==> config.mk <==
export PLATFORM = sky130hd
export DESIGN_NAME = barrel_shift_scheduler
export DESIGN_NICKNAME = d
export VERILOG_FILES = /design/src/rtl/barrel_shift_scheduler.sv
export SDC_FILE = /design/constraint.sdc
export NUM_CORES = 1
export LEC_CHECK = 0
export BUFFER_PORTS_ARGS = -buffer_cell sky130_fd_sc_hd__buf_2
export CAP_MARGIN = 20
export CORE_UTILIZATION = 51
export DETAILED_ROUTE_END_ITERATION = 10
export GPL_TIMING_DRIVEN = 0
export PLACE_DENSITY = 0.95
export SYNTH_ARGS = -nofsm -noshare
export SYNTH_HDL_FRONTEND = slang
export SYNTH_SLANG_ARGS = --single-unit
==> constraint.sdc <==
create_clock -name Clock -period 7.15 [get_ports Clock]
set_clock_uncertainty 0.2 [all_clocks]
set_input_delay 0.715 -clock Clock [delete_from_list [all_inputs] [get_ports Clock]]
set_output_delay 0.715 -clock Clock [all_outputs]
set_load 0.1 [all_outputs]
==> src/rtl/barrel_shift_scheduler.sv <==
// -----------------------------------------------------------------------------
// barrel_shift_scheduler
//
// Shares a single left barrel shifter among NREQ requesters. A round-robin
// arbiter picks one pending requester per cycle. The winner's operand is
// shifted left by its amount, and the vacated low bits are filled with the
// winner's fill bit. The result is captured in a one-deep output register and
// returned on a valid/ready response channel, tagged with the winner's index.
//
// Shift function:
//   out = ({in, {WIDTH{fill}}} >> (WIDTH - amount))[WIDTH-1:0]
//   (in << amount, with the vacated low bits set to fill)
//
// Parameters
//   WIDTH  operand width; must be a power of two and at least 2
//   NREQ   number of requesters; at least 2
//
// Ports
//   Clock       in   1               single clock, all state on posedge
//   Reset       in   1               synchronous, active-high
//   ReqValid    in   NREQ            bit i: requester i has an operation pending
//   ReqIn       in   NREQ*WIDTH      operand of requester i at [i*WIDTH +: WIDTH]
//   ReqAmount   in   NREQ*AW         shift amount of requester i at [i*AW +: AW]
//   ReqShiftIn  in   NREQ            fill bit of requester i
//   ReqReady    out  NREQ            one-hot or zero; requester i accepted this edge
//   RespValid   out  1               result register holds a valid result
//   RespReady   in   1               consumer takes the result this edge
//   RespOut     out  WIDTH           shifted result
//   RespId      out  IDW             index of the requester that owns RespOut
// -----------------------------------------------------------------------------
module barrel_shift_scheduler #(
  parameter int WIDTH = 16,
  parameter int NREQ  = 4
) (
  input  logic                                Clock,
  input  logic                                Reset,
  input  logic [NREQ-1:0]                     ReqValid,
  input  logic [NREQ*WIDTH-1:0]               ReqIn,
  input  logic [NREQ*$clog2(WIDTH)-1:0]       ReqAmount,
  input  logic [NREQ-1:0]                     ReqShiftIn,
  output logic [NREQ-1:0]                     ReqReady,
  output logic                                RespValid,
  input  logic                                RespReady,
  output logic [WIDTH-1:0]                    RespOut,
  output logic [$clog2(NREQ)-1:0]             RespId
);

  localparam int AW  = $clog2(WIDTH);
  localparam int IDW = $clog2(NREQ);

  // ---------------------------------------------------------------------------
  // Elaboration-time parameter checks
  // ---------------------------------------------------------------------------
  if (WIDTH < 2 || (WIDTH & (WIDTH - 1)) != 0) begin : g_bad_width
    $fatal(1, "barrel_shift_scheduler: WIDTH (%0d) must be a power of 2 >= 2", WIDTH);
  end

  if (NREQ < 2) begin : g_bad_nreq
    $fatal(1, "barrel_shift_scheduler: NREQ (%0d) must be >= 2", NREQ);
  end

  // ---------------------------------------------------------------------------
  // Declarations
  // ---------------------------------------------------------------------------
  typedef enum logic {
    EMPTY = 1'b0,
    FULL  = 1'b1
  } state_t;

  state_t             state;
  state_t             state_next;

  // Index of the most recent winner; the search for the next winner starts
  // one position after it.
  logic [IDW-1:0]     last_grant;

  logic               grant_valid;
  logic [IDW-1:0]     grant_idx;
  logic               can_accept;
  logic               load;

  logic [WIDTH-1:0]   win_in;
  logic [AW-1:0]      win_amt;
  logic               win_fill;

  // stage[s] holds the operand after the first s amount bits have been
  // applied, so stage[AW] is the fully shifted result.
  logic [AW:0][WIDTH-1:0] stage;

  // ---------------------------------------------------------------------------
  // Round-robin grant: choose the first valid requester after last_grant,
  // wrapping around. The candidate index is formed by subtraction, not by a
  // modulo, so a non-power-of-two NREQ still maps to a simple comparator.
  // ---------------------------------------------------------------------------
  always_comb begin
    int             cand;
    logic [IDW-1:0] cand_idx;
    // NOTE: every signal written in this always_comb gets a default before any
    // conditional code. Without the defaults, paths that skip an assignment
    // would infer latches.
    grant_valid = 1'b0;
    grant_idx   = '0;
    cand        = 0;
    cand_idx    = '0;
    for (int k = 1; k <= NREQ; k++) begin
      cand = int'(last_grant) + k;
      if (cand >= NREQ) begin
        cand = cand - NREQ;
      end
      cand_idx = IDW'(cand);
      if (!grant_valid && ReqValid[cand_idx]) begin
        grant_valid = 1'b1;
        grant_idx   = cand_idx;
      end
    end
  end

  // ---------------------------------------------------------------------------
  // Winner operand mux
  // ---------------------------------------------------------------------------
  always_comb begin
    win_in   = ReqIn[grant_idx*WIDTH +: WIDTH];
    win_amt  = ReqAmount[grant_idx*AW +: AW];
    win_fill = ReqShiftIn[grant_idx];
  end

  // ---------------------------------------------------------------------------
  // Shared log-depth left shifter. Stage s moves the data left by 2**s when
  // amount bit s is set, and fills the vacated low bits with the fill bit.
  // ---------------------------------------------------------------------------
  assign stage[0] = win_in;

  for (genvar s = 0; s < AW; s++) begin : g_stage
    localparam int STEP = 1 << s;
    assign stage[s+1] = win_amt[s] ? {stage[s][WIDTH-1-STEP:0], {STEP{win_fill}}}
                                   : stage[s];
  end

  // ---------------------------------------------------------------------------
  // Control FSM, next-state and outputs.
  // The register can take a new result when it is empty, or when its current
  // result leaves on this same edge. Reset blocks acceptance, so a grant never
  // appears to succeed on an edge whose result is thrown away.
  // ---------------------------------------------------------------------------
  always_comb begin
    state_next = state;
    ReqReady   = '0;
    RespValid  = (state == FULL);
    can_accept = !Reset && ((state == EMPTY) || RespReady);
    load       = can_accept && grant_valid;

    if (load) begin
      ReqReady[grant_idx] = 1'b1;
      state_next          = FULL;
    end else if ((state == FULL) && RespReady) begin
      state_next = EMPTY;
    end
  end

  // ---------------------------------------------------------------------------
  // State register
  // ---------------------------------------------------------------------------
  always_ff @(posedge Clock) begin
    // NOTE: sequential state is updated with non-blocking assignments. Every
    // register then samples values from before the edge, whatever order the
    // blocks are evaluated in.
    if (Reset) begin
      state <= EMPTY;
    end else begin
      state <= state_next;
    end
  end

  // ---------------------------------------------------------------------------
  // Result register and arbitration pointer. Without a load, the result holds,
  // including after it has been consumed.
  // ---------------------------------------------------------------------------
  always_ff @(posedge Clock) begin
    if (Reset) begin
      RespOut    <= '0;
      RespId     <= '0;
      last_grant <= IDW'(NREQ - 1);
    end else if (load) begin
      RespOut    <= stage[AW];
      RespId     <= grant_idx;
      last_grant <= grant_idx;
    end
  end

  // ---------------------------------------------------------------------------
  // Interface properties
  // ---------------------------------------------------------------------------
  a_ready_onehot0 : assert property (@(posedge Clock) $onehot0(ReqReady))
    else $error("ReqReady is not one-hot or zero");

  a_resp_held : assert property (@(posedge Clock) disable iff (Reset)
    (RespValid && !RespReady) |=> (RespValid && $stable(RespOut) && $stable(RespId)))
    else $error("response changed while stalled");

  a_no_ready_in_reset : assert property (@(posedge Clock) Reset |-> (ReqReady == '0))
    else $error("ReqReady asserted during reset");

endmodule

## Yosys cells after proc, flatten, opt, wreduce, memory -nomap -nowiden

Cells that the tools add are included.

- Bits of input ports: 91
- Bits in registers: 21
- Word-level logic and storage cells: 69
- Output and inout port bits: 23

- $lt $le $gt $ge: 10
- Reductions and logical operators: 13
- Shifts and indexed selects: 2
- Add/subtract/negate cells: 8
- Bitwise operators: 1
- Muxes and demuxes: 31

Operators by type and width:

| kind | number |
|---|---|
| $mux 16 | 4 |
| $shiftx 64x7->16 | 1 |
| $mux 2 | 8 |
| $shiftx 16x5->4 | 1 |
| $lt 2x3->1 const B | 5 |
| $mux 1 | 12 |
| $bmux 1 s2 | 5 |
| $ge 3x3->1 const B | 3 |
| $sub 2x1->2 const B | 4 |
| $logic_and 1x1->1 | 7 |
| $add 2x2->3 const B | 2 |
| $add 2x3->4 const B | 1 |
| $ge 4x3->1 const B | 1 |
| $logic_not 1->1 | 4 |
| $mux 4 | 1 |
| $add 2x1->3 const B | 1 |
| $demux 1 s2 | 1 |
| $ge 2x1->1 const B | 1 |
| $reduce_bool 2->1 | 1 |
| $logic_or 1x1->1 | 1 |
| $not 1->1 | 1 |

## Logic depth before layout (Yosys ltp)

- Word-level depth: 21
- Mapped depth: 11
- Depth with buffers taken out: 8

## Least setup slack after synthesis

Ideal clock, no wire load.

- Path kind: register to output
- Start point: register state (netlist: RespValid)
- End point: output ReqReady[1]
- Path buffers: 1
- Path slack: 3116 ps
- Arrival time: 3119 ps
- Stages on the path, launching flop included: 6
- Data required time: 6235 ps
- Path through: dfxtp_1 nor2b_1 nor3_1 clkbuf_1 o21ai_0 nor2_1

- Longest elaborated chain between the ends: 5

Ends and longest elaborated chain:

| element | RTL line | text |
|---|---|---|
| from (decl) | 70 | `state_t state;` |
| from (signal assigned) | 170 | `state <= state_next;` |
| $not 1->1 | 149 | `can_accept = !Reset && ((state == EMPTY) \|\| RespReady);` |
| $logic_or 1x1->1 | 149 |  |
| $logic_and 1x1->1 | 149 |  |
| $logic_and 1x1->1 | 150 | `load = can_accept && grant_valid;` |
| $mux 4 | 152 | `if (load) begin` |
| to (decl) | 41 | `output logic [NREQ-1:0] ReqReady,` |

No other way between the ends.

## Final worst setup path

- Start point: input ReqValid[0]
- End point: output ReqReady[1]

- Longest elaborated chain between the ends: 17

Ends and longest elaborated chain:

| element | RTL line | text |
|---|---|---|
| from (decl) | 37 | `input logic [NREQ-1:0] ReqValid,` |
| $bmux 1 s2 | 111 | `if (!grant_valid && ReqValid[cand_idx]) begin` |
| $mux 1 (implied by the code) | 111 |  |
| $mux 1 | 111 |  |
| $logic_not 1->1 | 111 |  |
| $logic_and 1x1->1 | 111 |  |
| $mux 1 | 111 |  |
| $logic_not 1->1 | 111 |  |
| $logic_and 1x1->1 | 111 |  |
| $mux 1 | 111 |  |
| $logic_not 1->1 | 111 |  |
| $logic_and 1x1->1 | 111 |  |
| $mux 2 | 111 |  |
| $lt 2x3->1 (implied by the code) or $ge 2x1->1 (tied branches) | 153 | `ReqReady[grant_idx] = 1'b1;` |
| $logic_and 1x1->1 (implied by the code) | 153 |  |
| $mux 1 (implied by the code) | 153 |  |
| $demux 1 s2 | 153 |  |
| $mux 4 (*) | 152 |  |

Every way passes the cells marked *; elsewhere a longest branch is shown, timed or not. The select of a mux whose other input is x is not followed.

==> results.toml <==
[pwr]
total_power_mw = 0.996
p_sw_mw = 0.590
ir_drop_v = 0.000262
internal-power_mw = 0.406
power_density_mw_per_mm2 = 331
swShare = 0.593
p_clk_frac = 0.078
seq_power_share = 0.173
leakage_nw = 1.38
combPwrFrac = 0.749

[synthesis]
synth_compound_area_frac = 0.433
synth.distinct_cells = 53
yosysWarnings = 0
yosys_register_bits = 21
synth_area_leaders = "dfxtp_1 18%, mux2i_1 10%, o21ai_0 7.7%"
ys_seq_area_frac = 0.180
post-synth-top-count-cell = "o21ai_0"
async_flop_share = 0
synth_edf_count = 0
synth_top_cell_area_share = 0.180
synth-xor-area-share = 0
syn_inst = 303
synth_nets = 394
netlist_area_mm2 = 0.00233
synth_area_per_cell_um2 = 7.70
ys.flop_type = "dfxtp_1"
muxShareOfSynthArea = 0.156
synth_top_family_by_area = "compound AO/OA/AOI/OAI gates"
synth_top_cells_by_count = "36 x o21ai_0, 24 x mux2i_1, 22 x nand2_1"
yosys.area_share.simple = 0.147
post-synth-top-area-cell = "dfxtp_1"
synth_fa_ha_area_frac = 0

[clock_network]
cts_root_buf = "clkbuf_8"
cts.sinks = 21
clk_pin_slew_ns = 0.07
h-tree-depth = 1
hold_buffers = 0
clkLatencyLatePin_ns = 0.26
numCtsBuffers = 3
post_cts_resized = 0
cts_tree = "built"
cts_buffer_depth = 2
postCtsSetupBuffers = 0

[worst_setup_path]
r2r-start = "last_grant[1]"
r2r_cells = 9
worst_setup_path_start_kind = "input pin"
crit_path_end_kind = "output pin"
crit_top_cell = "buf_2"
crit_arrival_ns = 2.86
crit_path_max_incr_delay_ns = 0.74
critPathMaxFanout = 10
critical_path.top_delay_family = "buffers and inverters"
r2r_end = "RespOut[5]"
cp.required_ns = 6.23
cp_cell_sequence = "buf_2 > nor4_1 > nor3_1 > clkbuf_1 > o21ai_0 > nor2_1 > buf_2"
ff2ff_setup_slack_ns = 4.16
critPathKind = "input pin to output pin"
cpMaxStageDelayCell = "nor3_1"
crit_buf_inv = 3

[sta]
holdWs_ns = 0.248
period_minus_slack_ns = 3.77
worst_pin_slew_ns = 0.904
tns_ns = 0
final_max_slew_viol_count = 0
postLayoutSetupSlackWorst_ns = 3.38
hold_viol = 0
period_share = 0.528
slew-limit-headroom = 0.392
fmax_mhz = 265
rsz0062_at_grt = "no"
finalSetupViolCount = 0

[hold_path]
hp-class = "register to register"
min_to = "RespOut[0]"
hold_path_startpoint = "RespOut[0]"
holdPathStages = 1

[route]
routed_wl_um = 7800
wl_per_cell_um = 16.6
via_per_inst = 6.45
drc = 0
vias = 3036
drtAntennaViolNets = 0
firstDrtPassIters = 4
drtIter0Drc = 304

[cells_and_area]
finalNetCount = 511
fillers = 378
antenna_cells = 0
final_area_mm2 = 0.00300
fin_cells = 471
fin_util = 0.685
drive_gt1_frac = 0.377
syn_to_final_growth_pct = 28.7

[floorplan]
pin_count = 114
initial_utilization = 0.532
num_rows = 24
die_w_um = 69.6
core_mm2 = 0.00438
die_area_mm2 = 0.00485
die_y_um = 69.6

[grt]
grt_usage = 0.316
grt_pass1_vias = 2815
grt.overflow.total = 0
grt_pass1_wl_um = 12800
grt_max_degree = 12
antenna_found_initial = 0

[placement]
dpl.hpwl_um = 6150
dp_cells = 467
placed_area_mm2 = 0.00296
pre_cts_ws_ns = 3.42
portBuffers = 112
gp_congestion = 0.999

[job]
cap_violations = 0

[outcome]
status = "finished clean"
-- how the worst max path moves through the flow --
stage	from	endpoint	slack, ns	cells past startpoint
finish	ReqValid[0]	ReqReady[1]	3.38	7
global route	ReqValid[0]	ReqReady[1]	3.21	7
CTS	ReqValid[0]	ReqReady[1]	3.42	7
detailed placement	ReqValid[0]	ReqReady[1]	3.42	7
global placement	ReqValid[0]	ReqReady[1]	3.42	7
floorplan	RespValid	ReqReady[1]	3.12	5
-- worst reg2reg max path, delay by kind of cell, from the launching register on --
| kind | cells | cell delay (ns) |
|---|---|---|
| AO/OA/AOI/OAI | 4 | 0.72 |
| AND/OR/NAND/NOR | 1 | 0.26 |
| flip-flops | 1 | 0.47 |
| multiplexers | 3 | 1.03 |
| buffers and inverters | 1 | 0.20 |
-- registers in the layout, indices dropped and copies added, names as in the netlist --
register    cells
RespId          2
RespValid       1
RespOut        16
last_grant      2
-- cell usage in the layout (no fill, tap or decap), drive strengths merged, types with 2 or more instances in the layout --
cell type,netlist,routed
a32oi,21,21
a211o,2,2
nand2b,2,2
inv,6,6
o21ai,53,53
mux2i,24,24
a21o,2,2
buf,24,136
a21oi,10,10
nand3b,2,2
mux2,3,3
a32o,4,4
nand2,22,22
clkbuf,5,9
o21bai,2,2
a22oi,9,9
and3,3,3
a211oi,4,4
mux4,4,4
nor2,13,13
o211ai,2,2
a22o,5,5
a31oi,19,19
nand3,20,20
nor3,4,4
nor2b,3,3
nand4,2,2
dfxtp,21,21
-- routing by layer --
layer	GRT usage	routed length [um]	part of all wire
met2	0.544	3720	0.48
met1	0.419	3280	0.42
met4	0.0622	97	0.012
met5	0	0	0
met3	0.0523	710	0.091
-- cells by family after synthesis --
group | Yosys count
AO/OA/AOI/OAI | 143
buffers and inverters | 35
flip-flops | 21
multiplexers | 31
AND/OR/NAND/NOR | 73
-- power groups by stage --
stage	Clock [mW]	Combinational, mW	Sequential, mW
4_1_cts	0.0796	0.735	0.172
2_1_floorplan	0	0.352	0.406
5_1_grt	0.0825	0.789	0.175
3_3_place_gp	0	0.729	0.173
3_5_place_dp	0	0.733	0.174
6_report	0.0778	0.746	0.172
-- final cells by class --
class / instances / area [um^2] / share of cell area
timing repair buffer: 112 / 561 / 0.187
tap: 52 / 65.1 / 0.0217
sequential: 21 / 420 / 0.140
clock buffer: 4 / 45.0 / 0.0150
inverter: 6 / 22.5 / 0.00750
buffer: 29 / 171 / 0.0571
multi-input combinational: 247 / 1720 / 0.572
(Power assumes the default switching activity.)
